**src/rtl/stereo_router.sv**
```systemverilog
// -----------------------------------------------------------------------------
// stereo_router
//
// Splits a mono sample stream into a left and a right channel. Each channel
// has its own gain. The gain ramps toward a target that is set by the
// listening mode. This avoids clicks when a channel is switched on or off.
//
// Pipeline (one sample may be accepted every cycle):
//   edge 0 : the strobed sample and the freshly stepped gains are captured
//   cycle 1: sample * gain is formed combinationally (WIDTH+6 bits)
//   edge 1 : product >>> 4 is registered into the outputs, and out_valid rises
//
// As a result, out_valid is high in the second cycle after the strobe cycle.
//
// Handshake: there is no back-pressure. new_sample is a one-cycle strobe that
// qualifies sample_in. out_valid is a one-cycle strobe that marks new values on
// left_out/right_out. The outputs hold their values between strobes.
//
// Ports:
//   clk          rising-edge clock
//   rst          asynchronous, active-high reset
//   aural_state  listening mode: 11 both, 10 left only, 01 right only, 00 mute
//   new_sample   input strobe qualifying sample_in
//   sample_in    signed mono sample
//   left_out     signed left sample (registered)
//   right_out    signed right sample (registered)
//   out_valid    output strobe
//   ramping      high while either gain differs from its target
// -----------------------------------------------------------------------------
module stereo_router #(
    parameter int WIDTH     = 16,
    parameter int RAMP_STEP = 1
) (
    input  logic             clk,
    input  logic             rst,
    input  logic [1:0]       aural_state,
    input  logic             new_sample,
    input  logic [WIDTH-1:0] sample_in,
    output logic [WIDTH-1:0] left_out,
    output logic [WIDTH-1:0] right_out,
    output logic             out_valid,
    output logic             ramping
);

    localparam logic [4:0] C_UNITY = 5'd16;
    localparam logic [4:0] C_STEP  = 5'(RAMP_STEP);

    logic [1:0]       r_aural_q;
    logic [4:0]       r_gain_l;
    logic [4:0]       r_gain_r;
    logic             r_s1_valid;
    logic [WIDTH-1:0] r_s1_sample;
    logic [4:0]       r_s1_gain_l;
    logic [4:0]       r_s1_gain_r;
    logic [WIDTH-1:0] r_left;
    logic [WIDTH-1:0] r_right;
    logic             r_out_valid;

    logic [4:0]       w_tgt_l;
    logic [4:0]       w_tgt_r;
    logic [4:0]       w_gain_l_nxt;
    logic [4:0]       w_gain_r_nxt;
    logic [WIDTH+5:0] w_samp_ext;
    logic [WIDTH+5:0] w_gain_l_ext;
    logic [WIDTH+5:0] w_gain_r_ext;
    logic [WIDTH+5:0] w_prod_l;
    logic [WIDTH+5:0] w_prod_r;
    logic             w_unused_bits;

    // Move one step toward the target. When the remaining distance is less
    // than a step, snap onto the target so the gain never overshoots.
    function automatic logic [4:0] f_ramp(input logic [4:0] gain, input logic [4:0] tgt);
        logic [4:0] res;
        res = gain;
        if (gain < tgt) begin
            res = ((tgt - gain) < C_STEP) ? tgt : gain + C_STEP;
        end else if (gain > tgt) begin
            res = ((gain - tgt) < C_STEP) ? tgt : gain - C_STEP;
        end
        return res;
    endfunction

    assign w_tgt_l      = r_aural_q[1] ? C_UNITY : 5'd0;
    assign w_tgt_r      = r_aural_q[0] ? C_UNITY : 5'd0;
    assign w_gain_l_nxt = f_ramp(r_gain_l, w_tgt_l);
    assign w_gain_r_nxt = f_ramp(r_gain_r, w_tgt_r);
    assign ramping      = (r_gain_l != w_tgt_l) || (r_gain_r != w_tgt_r);

    // The gain is non-negative, so it is zero-extended. The sample is
    // sign-extended. The product of these two at WIDTH+6 bits is the exact
    // signed product, because |sample| * 16 always fits in WIDTH+5 bits.
    assign w_samp_ext   = {{6{r_s1_sample[WIDTH-1]}}, r_s1_sample};
    assign w_gain_l_ext = {{(WIDTH+1){1'b0}}, r_s1_gain_l};
    assign w_gain_r_ext = {{(WIDTH+1){1'b0}}, r_s1_gain_r};
    assign w_prod_l     = w_samp_ext * w_gain_l_ext;
    assign w_prod_r     = w_samp_ext * w_gain_r_ext;

    // Taking bits [WIDTH+3:4] is an arithmetic shift right by 4 (floor) that
    // is then truncated to WIDTH bits. The discarded bits are collected here.
    assign w_unused_bits = ^{w_prod_l[3:0], w_prod_l[WIDTH+5:WIDTH+4],
                             w_prod_r[3:0], w_prod_r[WIDTH+5:WIDTH+4]};

    always_ff @(posedge clk or posedge rst) begin
        if (rst) begin
            r_aural_q   <= 2'b11;
            r_gain_l    <= C_UNITY;
            r_gain_r    <= C_UNITY;
            r_s1_valid  <= 1'b0;
            r_s1_sample <= '0;
            r_s1_gain_l <= C_UNITY;
            r_s1_gain_r <= C_UNITY;
            r_left      <= '0;
            r_right     <= '0;
            r_out_valid <= 1'b0;
        end else begin
            r_aural_q   <= aural_state;
            r_s1_valid  <= new_sample;
            r_out_valid <= r_s1_valid;
            // Gains only move on accepted samples. A mode change between
            // strobes waits for the next sample to take effect.
            if (new_sample) begin
                r_gain_l    <= w_gain_l_nxt;
                r_gain_r    <= w_gain_r_nxt;
                r_s1_sample <= sample_in;
                r_s1_gain_l <= w_gain_l_nxt;
                r_s1_gain_r <= w_gain_r_nxt;
            end
            if (r_s1_valid) begin
                r_left  <= w_prod_l[WIDTH+3:4];
                r_right <= w_prod_r[WIDTH+3:4];
            end
        end
    end

    assign left_out  = r_left;
    assign right_out = r_right;
    assign out_valid = r_out_valid;

endmodule

```
**config.mk**
```make
export PLATFORM = sky130hd
export DESIGN_NAME = stereo_router
export DESIGN_NICKNAME = d
export VERILOG_FILES = /design/src/rtl/stereo_router.sv
export SDC_FILE = /design/constraint.sdc
export NUM_CORES = 1
export LEC_CHECK = 0
export ABC_AREA = 1
export BUFFER_PORTS_ARGS = -buffer_cell sky130_fd_sc_hd__buf_2
export CAP_MARGIN = 10
export CORE_ASPECT_RATIO = 0.6
export CORE_MARGIN = 4
export CORE_UTILIZATION = 47
export DETAILED_ROUTE_END_ITERATION = 8
export HOLD_SLACK_MARGIN = 0.1
export PLACE_DENSITY_LB_ADDON = 0.25
export SETUP_SLACK_MARGIN = 0.4
export SLEW_MARGIN = 20
export SYNTH_ARGS = -nofsm -noshare
export SYNTH_HDL_FRONTEND = slang
export SYNTH_SLANG_ARGS = --single-unit
```
**constraint.sdc**
```tcl
create_clock -name clk -period 4.3 [get_ports clk]
set_clock_uncertainty 0.05 [all_clocks]
set_input_delay 0.43 -clock clk [delete_from_list [all_inputs] [get_ports clk]]
set_output_delay 0.43 -clock clk [all_outputs]
set_load 0.02 [all_outputs]
```
# Yosys cells after proc, flatten, opt, wreduce, memory -nomap -nowiden
# Index checks and enable logic that the tools add are counted.
[totals]
n_memories = 0
register_bits = 62
in_bits = 21
ram_bits = 0
latch_bits = 0
wordCells = 43
rom_bits = 0
out_inout_bits = 34
[classes]
n_div = 0
multipliers = 2
bitwise = 0
magnitude_cmp = 8
n_addsub = 8
n_reduce_logical = 5
shifts = 0
mux = 10
eq_ne = 2
[op_table]
columns = ["cell", "n"]
rows = [
  ["5-bit 2-to-1 mux", 10],
  ["16-bit by 6-bit multiplier with 20-bit output", 2],
  ["5-bit by 1-bit less-than comparator with 1-bit output, second input constant", 4],
  ["5-bit subtractor", 4],
  ["5-bit by 1-bit adder with 5-bit output, second input constant", 2],
  ["5-bit greater-than comparator", 2],
  ["5-bit less-than comparator", 2],
  ["5-bit inequality test", 2],
  ["5-bit by 1-bit subtractor with 5-bit output, second input constant", 2],
  ["2-bit AND reduction", 2],
  ["2-bit nonzero test", 2],
  ["1-bit logical OR", 1],
]

# Depth between registers and ports, before layout
[logic_depth]
depth_word = 6
depth_mapped = 21

# Worst setup path after synthesis
# OpenSTA, ideal clock, no wires.
[synth_timing]
path_type = "flip-flop to flip-flop"
startpoint = "reg r_s1_gain_r[2]"
endpoint = "reg r_right[14], in the netlist right_out[14]"
t_arrival_ps = 3604
path_slack_ps = 528
stages_incl_launch_ff = 19
t_required_ps = 4132
period_less_slack_ps = 3772
cell_sequence = "dfrtp_1 buf_2 buf_1 nand2_1 inv_1 fa_1 inv_1 fa_1 fa_1 inv_1 ha_1 inv_1 nor3_1 and2_1 nand2_1 nand2_1 nand2_1 nand3_1 nand2_1"
[synth_between]
elab_chain_len = 1
[synth_rtl]
columns = ["item", "line_no", "text"]
rows = [
  ["start: declaration", "54", "logic [4:0] r_s1_gain_r;"],
  ["start signal: assignment", "126", "r_s1_gain_r <= w_gain_r_nxt;"],
  ["16-bit by 6-bit multiplier with 20-bit output", "96", "assign w_prod_r = w_samp_ext * w_gain_r_ext;"],
  ["end signal: assignment", "130", "r_right <= w_prod_r[WIDTH+3:4];"],
  ["end: declaration", "56", "logic [WIDTH-1:0] r_right;"],
]
# No other way between the ends.
# A chain may end at the register's enable or synchronous reset.

# Worst setup path after layout
[layout_timing]
startpoint = "reg r_s1_gain_l[2]"
endpoint = "reg r_left[15], in the netlist left_out[15]"
[layout_between]
elab_chain_len = 1
[layout_rtl]
columns = ["item", "line_no", "text"]
rows = [
  ["start: declaration", "53", "logic [4:0] r_s1_gain_l;"],
  ["start signal: assignment", "125", "r_s1_gain_l <= w_gain_l_nxt;"],
  ["16-bit by 6-bit multiplier with 20-bit output", "95", "assign w_prod_l = w_samp_ext * w_gain_l_ext;"],
  ["end signal: assignment", "129", "r_left <= w_prod_l[WIDTH+3:4];"],
  ["end: declaration", "55", "logic [WIDTH-1:0] r_left;"],
]
# No other way between the ends.

==> run metrics <==
Detail Route Antenna Nets=0; worst path required time=4.48 ns; gr usage total=20.5%; clock sink total=62; global-route wire length before repair=35.1 mm; Worst-Skew Late Latency=0.33 ns; I/O Buffers=54; Overflow after GRT=0; Worst Tran Pin Value=0.748 ns; achievable frequency=0.266 GHz; Initial DRC Count=323; synthesized area per cell=6.88 um2; DP Wirelength=15.8 mm; Setup TNS=0 ns; Post-Syn Instances=1258; vias in the first global route=7536; Netlist cell types=38; row count=38; final hold vios=0; Rel. slew slack=50.0%; TritonRoute pass-1 iters=5; synth warn=0; initial core utilization=47.9%; Clock Tree Root=clkbuf_16; Mapped Area=0.00866 mm2; CP endpoint kind=flop; Antenna diodes=0; core area=0.0181 mm2; largest net degree at the start of global routing=39; layout cells sized above 1=12.5%; CTS tree=built; max-slew violations=0; Die Wd=183 um; Die Y-Extent=113 um; Area Growth Syn to Fin=12.3%; R2R Path Start=r_s1_gain_l[2]$_DFFE_PP0P_; CP Launch Type=flop; most used flip-flop cell after synthesis=dfrtp_1; total die area=0.0207 mm2; period utilization=87.5%; sequential fraction of the synthesis area=18.0%; routed vias/inst=4.80; number of synthesized flops with an enable pin=0; final setup fails=0; syn_nets=1445; CTS H-tree lvls=3; Placer Congestion=0.897; routed wire length=20.1 mm; clock-pin slew on the worst setup and hold paths=0.06 ns; minimum clock period=3.76 ns; vias after detailed routing=7419; Hold Startpoint=aural_state[0]; Worst Setup Path Type=reg2reg; class of the worst hold path=in2reg; Top Ports=55; nets=1489; RSZ-0062 raised after global routing=yes; WP data arrival=3.94 ns; fill count=1778; antenna violations before repair=0; CP Max Fanout=8; clk buf depth=2; status=finished, final reports clean; register bit total from synthesis=62; max-cap violation count=0; Num CTS Buffers=9; WL/cell=13.0 um; CP startpoint=r_s1_gain_l[2]$_DFFE_PP0P_; DRC=0; Synth async-reset ratio=100%
-- cell type report --
type / instances / area (um2) / share of cell area (%)
multi-input combinational: 811 / 5780 / 59.4
sequential: 62 / 1600 / 16.4
inverter: 339 / 1270 / 13.1
timing repair buffer: 79 / 503 / 5.17
tap: 240 / 300 / 3.09
clock buffer: 11 / 253 / 2.60
clock inverter: 4 / 22.5 / 0.232
-- layout by cell type, fill, tap and decap left out, types with 2 or more instances in the layout --
cell,Yosys,routed
ha_2,0,3
nand3b_1,3,3
nand2_1,397,392
inv_2,2,4
nor2_1,48,48
o21bai_1,4,3
a21oi_1,33,24
o21ai_1,2,4
ha_1,74,65
xor2_1,15,15
a21o_1,2,2
clkbuf_16,0,9
buf_4,5,19
nand2_2,3,8
fa_1,92,91
dfrtp_4,0,4
o21ai_0,27,25
ha_4,0,6
buf_2,10,54
nor3_1,4,2
a21oi_2,2,11
nor3_2,3,5
dfstp_2,4,2
buf_6,1,2
and2_1,4,3
xnor2_1,11,11
dfrtp_2,0,16
nand3_1,66,65
dfrtp_1,58,38
clkinv_2,0,3
dfstp_4,0,2
buf_12,0,3
a31oi_1,6,6
nand4_1,5,5
clkbuf_8,0,2
inv_1,337,335
or2_2,2,2
-- repair_timing --
| item | in CTS | in global routing |
|---|---|---|
| endpoints found under the setup margin | 12 | 23 |
| hold endpoints to repair | 0 | 0 |
| resized for setup | 5 | 56 |
| pin swaps | 0 | 4 |
| buffers inserted | 0 | 17 |
| hold buffers | 0 | 0 |
-- worst paths after layout --
check | slack, ns | to | cells past startpoint
worst max-delay path | 0.54 | left_out[15]$_DFFE_PP0P_ | 17
worst min-delay path | 0.15 | r_aural_q[0]$_DFF_PP1_ | 1
worst max register to register | 0.54 | left_out[15]$_DFFE_PP0P_ | 17
worst min register to register | 0.41 | left_out[0]$_DFFE_PP0P_ | 2
max in group asynchronous | 3.10 | r_aural_q[0]$_DFF_PP1_ | 3
min in group asynchronous | 0.17 | right_out[13]$_DFFE_PP0P_ | 2
-- registers in the layout, indices dropped and copies added (netlist names) --
name,flops
r_s1_gain_l,5
right_out,16
r_s1_valid,1
out_valid,1
r_s1_sample,16
r_aural_q,2
r_s1_gain_r,5
left_out,16
-- cells in the mapped netlist, drive strengths merged (5+ instances only) --
cell	count	area share (%)
ha	74	11
fa	92	21
dfrtp	58	17
nor3	7	0.58
a31oi	6	0.43
o21ai	29	1.7
nand4	5	0.36
xnor2	11	1.1
nand2	400	17
a21oi	35	2.1
nor2	49	2.2
buf	24	1.5
clkbuf	22	0.95
inv	339	15
nand3	66	3.8
xor2	15	1.5
-- worst max-delay path, cell delays in order (launching register included) --
cell	delay [ns]
dfrtp_4	0.42
buf_4	0.19
nand2_1	0.10
fa_1	0.55
inv_1	0.05
fa_1	0.47
inv_1	0.06
fa_1	0.56
inv_1	0.05
ha_1	0.36
a21oi_1	0.22
nand2_1	0.11
nand2_1	0.10
nand2_1	0.06
a21oi_1	0.14
nand2_1	0.07
nand3_1	0.07
nand2_1	0.05
-- routing by layer --
| layer | track usage [%] | wire length, um | part of all wire, % | up-vias |
|---|---|---|---|---|
| met3 | 2.99 | 1030 | 5.1 | 24 |
| met5 | 0 | 0 | 0 | - |
| met4 | 5.41 | 316 | 1.6 | 0 |
| li1 | - | - | - | 3756 |
| met2 | 34.1 | 9060 | 45 | 150 |
| met1 | 28.5 | 9690 | 48 | 3489 |
-- through the flow --
step	utilization, %	hold WS, ns	instance area, um2	cells	worst slack [ns]
after global placement	50.2	0.403	9080	1514	0.262
after global routing	53.8	0.146	9730	1546	0.350
after floorplan	-	0.302	8660	1258	0.528
final	53.8	0.154	9730	1546	0.537
after CTS	51.8	0.144	9360	1529	0.399
after detailed placement	50.2	0.407	9080	1514	0.254
-- cells by family (layout without fill, tap and decap cells) --
| family | count (synthesis) | in the layout | share of synthesized area (%) |
|---|---|---|---|
| flops | 62 | 62 | 18.0 |
| simple gates | 540 | 540 | 25.3 |
| xor+xnor | 26 | 26 | 2.63 |
| compound gates | 79 | 79 | 4.99 |
| buf+inv | 385 | 433 | 17.1 |
| fa+ha+maj | 166 | 166 | 32.0 |
Power is not shown: default switching activity piles up to over one toggle a cycle in this logic, so the estimate is an artifact.
